===== src/rtl/mem_ctrl_pkg.sv =====
// Shared definitions for the data_memory write-side sequencer.
package mem_ctrl_pkg;

    localparam logic [1:0] OP_WRITE = 2'b00;
    localparam logic [1:0] OP_ADD   = 2'b01;
    localparam logic [1:0] OP_CLEAR = 2'b10;
    localparam logic [1:0] OP_NOP   = 2'b11;

    typedef enum logic {
        IDLE  = 1'b0,
        SWEEP = 1'b1
    } state_t;

endpackage


===== src/rtl/mem_sweep_counter.sv =====
// Sweep address counter: restarts at 0 on start, counts while enabled,
// and parks at DEPTH-1 so no out-of-range address is ever produced.
module mem_sweep_counter
    import mem_ctrl_pkg::*;
#(
    parameter int DEPTH = 64,
    parameter int AW    = $clog2(DEPTH)
) (
    input  logic          clk,
    input  logic          rst_n,
    input  logic          start,
    input  logic          en,
    output logic [AW-1:0] cnt,
    output logic          at_tc
);

    localparam logic [AW-1:0] TC = AW'(DEPTH - 1);

    logic [AW-1:0] cnt_q;
    logic [AW-1:0] cnt_d;

    always_comb begin
        cnt_d = cnt_q;
        if (start) begin
            cnt_d = '0;
        end else if (en && (cnt_q != TC)) begin
            cnt_d = cnt_q + 1'b1;
        end
    end

    always_ff @(posedge clk) begin
        if (!rst_n) begin
            cnt_q <= '0;
        end else begin
            cnt_q <= cnt_d;
        end
    end

    assign cnt   = cnt_q;
    assign at_tc = (cnt_q == TC);

endmodule


===== src/rtl/mem_write_ctrl.sv =====
// Write-side sequencer for data_memory: WRITE / ADD (read-modify-write) /
// CLEAR_ALL requests, plus a pass-through read channel sharing the read port.
//
// state | meaning
// IDLE  | accepting requests; issue stage may hold a WRITE/ADD being written
// SWEEP | writing CLEAR_VALUE to addresses 0..DEPTH-1, requests stalled
module mem_write_ctrl
    import mem_ctrl_pkg::*;
#(
    parameter int              SIZE           = 16,
    parameter int              DEPTH          = 64,
    parameter logic [SIZE-1:0] CLEAR_VALUE    = '0,
    parameter bit              CLEAR_ON_RESET = 1'b1
) (
    input  logic                     clk,
    input  logic                     rst_n,
    input  logic                     req_valid,
    output logic                     req_ready,
    input  logic [1:0]               req_op,
    input  logic [$clog2(DEPTH)-1:0] req_addr,
    input  logic [SIZE-1:0]          req_data,
    output logic [$clog2(DEPTH)-1:0] mem_waddr,
    output logic [SIZE-1:0]          mem_write_data,
    output logic                     mem_write_en,
    output logic [$clog2(DEPTH)-1:0] mem_raddr,
    input  logic [SIZE-1:0]          mem_read_data,
    input  logic [$clog2(DEPTH)-1:0] rd_addr,
    output logic [SIZE-1:0]          rd_data,
    output logic                     rd_valid,
    output logic                     busy,
    output logic                     clear_done
);

    localparam int AW = $clog2(DEPTH);

    state_t          state_q, state_d;
    logic            iss_valid_q, iss_valid_d;
    logic [1:0]      iss_op_q, iss_op_d;
    logic [AW-1:0]   iss_addr_q, iss_addr_d;
    logic [SIZE-1:0] iss_data_q, iss_data_d;

    logic            sweep_start;
    logic            sweeping;
    logic            sweep_tc;
    logic [AW-1:0]   sweep_addr;
    logic            iss_add;
    logic            accept;

    assign req_ready = (state_q == IDLE);
    assign accept    = req_valid && req_ready;
    assign sweeping  = (state_q == SWEEP);
    assign iss_add   = iss_valid_q && (iss_op_q == OP_ADD);

    always_comb begin
        state_d     = state_q;
        iss_valid_d = 1'b0;
        iss_op_d    = iss_op_q;
        iss_addr_d  = iss_addr_q;
        iss_data_d  = iss_data_q;
        sweep_start = 1'b0;
        case (state_q)
            IDLE: begin
                if (accept) begin
                    case (req_op)
                        OP_WRITE, OP_ADD: begin
                            iss_valid_d = 1'b1;
                            iss_op_d    = req_op;
                            iss_addr_d  = req_addr;
                            iss_data_d  = req_data;
                        end
                        OP_CLEAR: begin
                            state_d     = SWEEP;
                            sweep_start = 1'b1;
                        end
                        default: ;
                    endcase
                end
            end
            SWEEP: begin
                if (sweep_tc) begin
                    state_d = IDLE;
                end
            end
            default: state_d = IDLE;
        endcase
    end

    always_ff @(posedge clk) begin
        if (!rst_n) begin
            state_q     <= CLEAR_ON_RESET ? SWEEP : IDLE;
            iss_valid_q <= 1'b0;
            iss_op_q    <= OP_NOP;
            iss_addr_q  <= '0;
            iss_data_q  <= '0;
        end else begin
            state_q     <= state_d;
            iss_valid_q <= iss_valid_d;
            iss_op_q    <= iss_op_d;
            iss_addr_q  <= iss_addr_d;
            iss_data_q  <= iss_data_d;
        end
    end

    mem_sweep_counter #(
        .DEPTH (DEPTH),
        .AW    (AW)
    ) u_sweep_counter (
        .clk   (clk),
        .rst_n (rst_n),
        .start (sweep_start),
        .en    (sweeping),
        .cnt   (sweep_addr),
        .at_tc (sweep_tc)
    );

    // Sweep and issue stage never overlap: a CLEAR is only accepted in IDLE
    // and leaves the issue stage empty.
    always_comb begin
        mem_write_en   = sweeping || iss_valid_q;
        mem_waddr      = sweeping ? sweep_addr : iss_addr_q;
        mem_write_data = iss_data_q;
        if (sweeping) begin
            mem_write_data = CLEAR_VALUE;
        end else if (iss_add) begin
            mem_write_data = mem_read_data + iss_data_q;
        end
    end

    assign mem_raddr  = iss_add ? iss_addr_q : rd_addr;
    assign rd_data    = mem_read_data;
    assign rd_valid   = !iss_add;
    assign busy       = sweeping || iss_valid_q;
    assign clear_done = sweeping && sweep_tc;

endmodule


===== config.mk =====
export PLATFORM = sky130hd
export DESIGN_NAME = mem_write_ctrl
export DESIGN_NICKNAME = d
export VERILOG_FILES = /design/src/rtl/mem_ctrl_pkg.sv /design/src/rtl/mem_sweep_counter.sv /design/src/rtl/mem_write_ctrl.sv
export SDC_FILE = /design/constraint.sdc
export NUM_CORES = 1
export LEC_CHECK = 0
export BUFFER_PORTS_ARGS = -buffer_cell sky130_fd_sc_hd__buf_4
export CAP_MARGIN = 25
export CORE_ASPECT_RATIO = 0.75
export CORE_MARGIN = 8
export CORE_UTILIZATION = 55
export CTS_BUF_LIST = sky130_fd_sc_hd__clkbuf_8
export DETAILED_ROUTE_END_ITERATION = 8
export GPL_ROUTABILITY_DRIVEN = 0
export PLACE_DENSITY = 0.85
export SLEW_MARGIN = 40
export SYNTH_ARGS = -nofsm -noshare
export SYNTH_HDL_FRONTEND = slang
export SYNTH_HIERARCHICAL = 1
export SYNTH_SLANG_ARGS = --single-unit

===== constraint.sdc =====
create_clock -name clk -period 5.4 [get_ports clk]
set_clock_uncertainty 0.05 [all_clocks]
set_input_delay 0.81 -clock clk [delete_from_list [all_inputs] [get_ports clk]]
set_output_delay 0.81 -clock clk [all_outputs]
set_load 0.05 [all_outputs]

==> load_flow_metrics.sql <==
INSERT INTO impl_metrics (metric_group, metric, value, unit) VALUES
('synth', 'yosys.area_share.simple', '31.48', '%'),
('detailed_routing', 'route.detailed.drc', '0', ''),
('synth', 'adder_and_majority_gate_portion_of_the_synthesized_area', '8.433', '%'),
('grt', 'global_route_wire_length_before_repair', '12.09', 'mm'),
('detailed_routing', 'drt.antenna.violating_nets', '0', ''),
('sta', 'hold_slack', '396.9', 'ps'),
('outcome', 'run_status', 'finished, final reports clean', ''),
('grt', 'globalRouteOverflowTotal', '0', ''),
('clock_tree', 'h-tree-depth', '2', ''),
('clock_tree', 'ctsHoldBuffers', '0', ''),
('detailed_routing', 'drt_first_pass_iters', '5', ''),
('sta', 'timing.slew.headroom', '62.20', '%'),
('layout', 'area_delta_synth_final', '28.70', '%'),
('setup_path', 'worstReg2RegEnd', 'iss_data_q[12]', ''),
('setup_path', 'startpoint', 'mem_read_data[6]', ''),
('sta', 'period_needed', '3636', 'ps'),
('sta', 'worst-slew-pin-transition', '566.2', 'ps'),
('grt', 'grt_start_max_net_pins', '33', ''),
('detailed_routing', 'detail_route.wl_per_cell', '16.30', 'um'),
('sta', 'report.final.hold_viol_count', '0', ''),
('clock_tree', 'clk_tree_root_cell', 'clkbuf_8', ''),
('setup_path', 'regToRegSetupSlack', '3360', 'ps'),
('sta', 'grt_setup_unrepaired', 'no', ''),
('clock_tree', 'post_cts_resized', '0', ''),
('setup_path', 'critical_path_required', '4540', 'ps'),
('clock_tree', 'path_clk_slew', '70', 'ps'),
('grt', 'first_global_vias', '2549', ''),
('setup_path', 'regToRegStartpoint', 'state_q', ''),
('synth', 'syn_inst', '353', ''),
('clock_tree', 'ctsLongestPathBuffers', '2', ''),
('sta', 'report.final.setup_viol', '0', ''),
('setup_path', 'timing.critical_path.fanout_max', '7', ''),
('detailed_routing', 'routed_via_density', '5.816', ''),
('sta', 'layout_worst_path_cycle_share', '67.32', '%'),
('grt', 'antenna_found_initial', '0', ''),
('floorplan', 'number_of_core_rows', '21', ''),
('sta', 'maxSlewViolCount', '0', ''),
('clock_tree', 'clkLatencyLatePin', '280', 'ps'),
('synth', 'yosysSeqAreaShare', '24.53', '%'),
('floorplan', 'pin_count', '98', ''),
('floorplan', 'start_util', '57.78', '%'),
('synth', 'syn_avg_cell_area', '7.397', 'sq um'),
('place', 'buffer_ports.inserted', '97', ''),
('synth', 'synth_top_flop_cell', 'dfxtp_1', ''),
('pwr', 'maximum_resistive_drop_on_vdd', '158.6', 'uV'),
('layout', 'num_antenna_cells', '0', ''),
('sta', 'layout_setup_ws', '1764', 'ps'),
('floorplan', 'dieArea', '0.007231', 'sq mm'),
('synth', 'syn_area', '0.002611', 'sq mm'),
('pwr', 'power.static_leakage', '0.001492', 'uW'),
('floorplan', 'die_width', '95.57', 'um'),
('setup_path', 'timing_worst_setup_path_type', 'in2out', ''),
('synth', 'synthesis.nets', '419', ''),
('hold_path', 'worstHoldPathCells', '2', ''),
('job', 'drv.max_cap_violation_count', '0', ''),
('floorplan', 'core-area', '0.004519', 'sq mm'),
('pwr', 'p_per_area', '182.3', 'mW/mm^2'),
('setup_path', 'worstSetupStartpointType', 'input port', ''),
('detailed_routing', 'vias', '2809', ''),
('synth', 'ys_seq_elements', '32', ''),
('layout', 'finish.net_count', '491', ''),
('synth', 'largest_family_of_logic_cells_by_synthesized_area', 'simple AND/OR/NAND/NOR gates', ''),
('detailed_routing', 'drt_first_iter_violations', '192', ''),
('layout', 'layout.core_utilization', '74.36', '%'),
('floorplan', 'dieHeight', '75.67', 'um'),
('synth', 'cell_variety_after_synth', '62', ''),
('sta', 'setup_total_negative_slack', '0', 'ps'),
('detailed_routing', 'route.final.wire_length', '7.874', 'mm'),
('synth', 'synth_compound_area_share', '21.27', '%'),
('layout', 'finish.cell_count_without_fillers', '483', ''),
('synth', 'synth_edf_count', '0', '');
[cell usage in the layout (no fill, tap or decap), drive strengths merged, types with 4 or more instances in the layout]
cell and count:
o21ai 11, or4 4, nand4 10, inv 7
buf 101, ha 16, a31oi 5, nor2 10
and2 4, a21oi 20, nand2 89, a21boi 22
mux2 6, nand3 20, nor3 8, clkbuf 7
dfxtp 32
[Yosys cell counts (all sizes together) (3+ instances only)]
cell	count	area share [%]
a21oi	20	3.8
nand2	89	13
or3	3	0.72
or4	4	1.2
inv	7	1.0
nand3	20	3.8
o21ai	11	2.4
and3	3	0.72
a21boi	22	6.3
and2	4	0.96
a31oi	5	1.2
nor3	8	2.2
nor2	10	1.4
nand4	10	2.6
clkbuf	9	1.3
or2	3	0.72
ha	16	7.7
mux2	6	2.6
dfxtp	32	25
buf	27	6.8
o21bai	3	0.86
a211oi	3	0.86
mux2i	3	1.2
[cell families after synthesis]
| kind of cell | count (synthesis) |
|---|---|
| buffers and inverters | 44 |
| muxes | 9 |
| adders and majority gates | 17 |
| xor gates and xnor gates | 4 |
| AOI/OAI and AO/OA | 80 |
| and+or+nand+nor | 167 |
| DFF | 32 |
[critical path: stages]
cell,delay [ps]
buf_4,120
ha_1,380
a21oi_1,370
o221ai_2,210
a221oi_1,390
nor2_1,90
nor3_1,190
buf_4,230
[flip-flops by register name, summed over array words and instances (netlist names)]
signal,count
state_q,1
iss_valid_q,1
iss_addr_q,6
iss_op_q,2
u_sweep_counter/cnt,6
iss_data_q,16
[per-layer routing]
| metal | global-route usage [%] | vias to the layer above | wire length (um) |
|---|---|---|---|
| met1 | 25.32 | 1278 | 3301 |
| met2 | 34.75 | 138 | 3653 |
| met5 | 0 | - | 0 |
| li1 | - | 1384 | - |
| met4 | 6.452 | 0 | 89 |
| met3 | 6.496 | 9 | 829 |
[how the worst min path moves through the flow]
| stage | start | end |
|---|---|---|
| 2_1_floorplan | iss_op_q[1] | iss_op_q[1] |
| 3_3_place_gp | iss_op_q[1] | iss_op_q[1] |
| 3_5_place_dp | iss_op_q[1] | iss_op_q[1] |
| 4_1_cts | iss_op_q[1] | iss_op_q[1] |
| 5_1_grt | iss_op_q[1] | iss_op_q[1] |
| 6_report | iss_op_q[1] | iss_op_q[1] |
[area by class of cell]
| class | count | area, sq um |
|---|---|---|
| clock buffers | 7 | 96.34 |
| clock inverters | 1 | 30.03 |
| fillers | 383 | 1159 |
| flip-flops and latches | 32 | 640.6 |
| multi-input cells | 277 | 1730 |
| well taps | 57 | 71.32 |
| inverters | 8 | 30.03 |
| repair buffers | 101 | 762.0 |
[power breakdown]
group	leakage, uW	total [uW]	switching [uW]	internal (uW)
clock network	0.0000645	254	90.7	163
logic	0.00117	119	70.2	49.0
registers	0.000258	240	2.24	238
total	0.00149	613	163	450
[metrics by stage]
| stage | power (uW) | cell area (sq um) |
|---|---|---|
| 6_report | 612.8 | 3361 |
| 3_5_place_dp | 363.8 | 3234 |
| 5_1_grt | 635.6 | 3361 |
| 4_1_cts | 616.9 | 3361 |
| 2_1_floorplan | 320.8 | 2611 |
| 3_3_place_gp | 362.1 | 3223 |
Power figures use the tool's default switching activity.
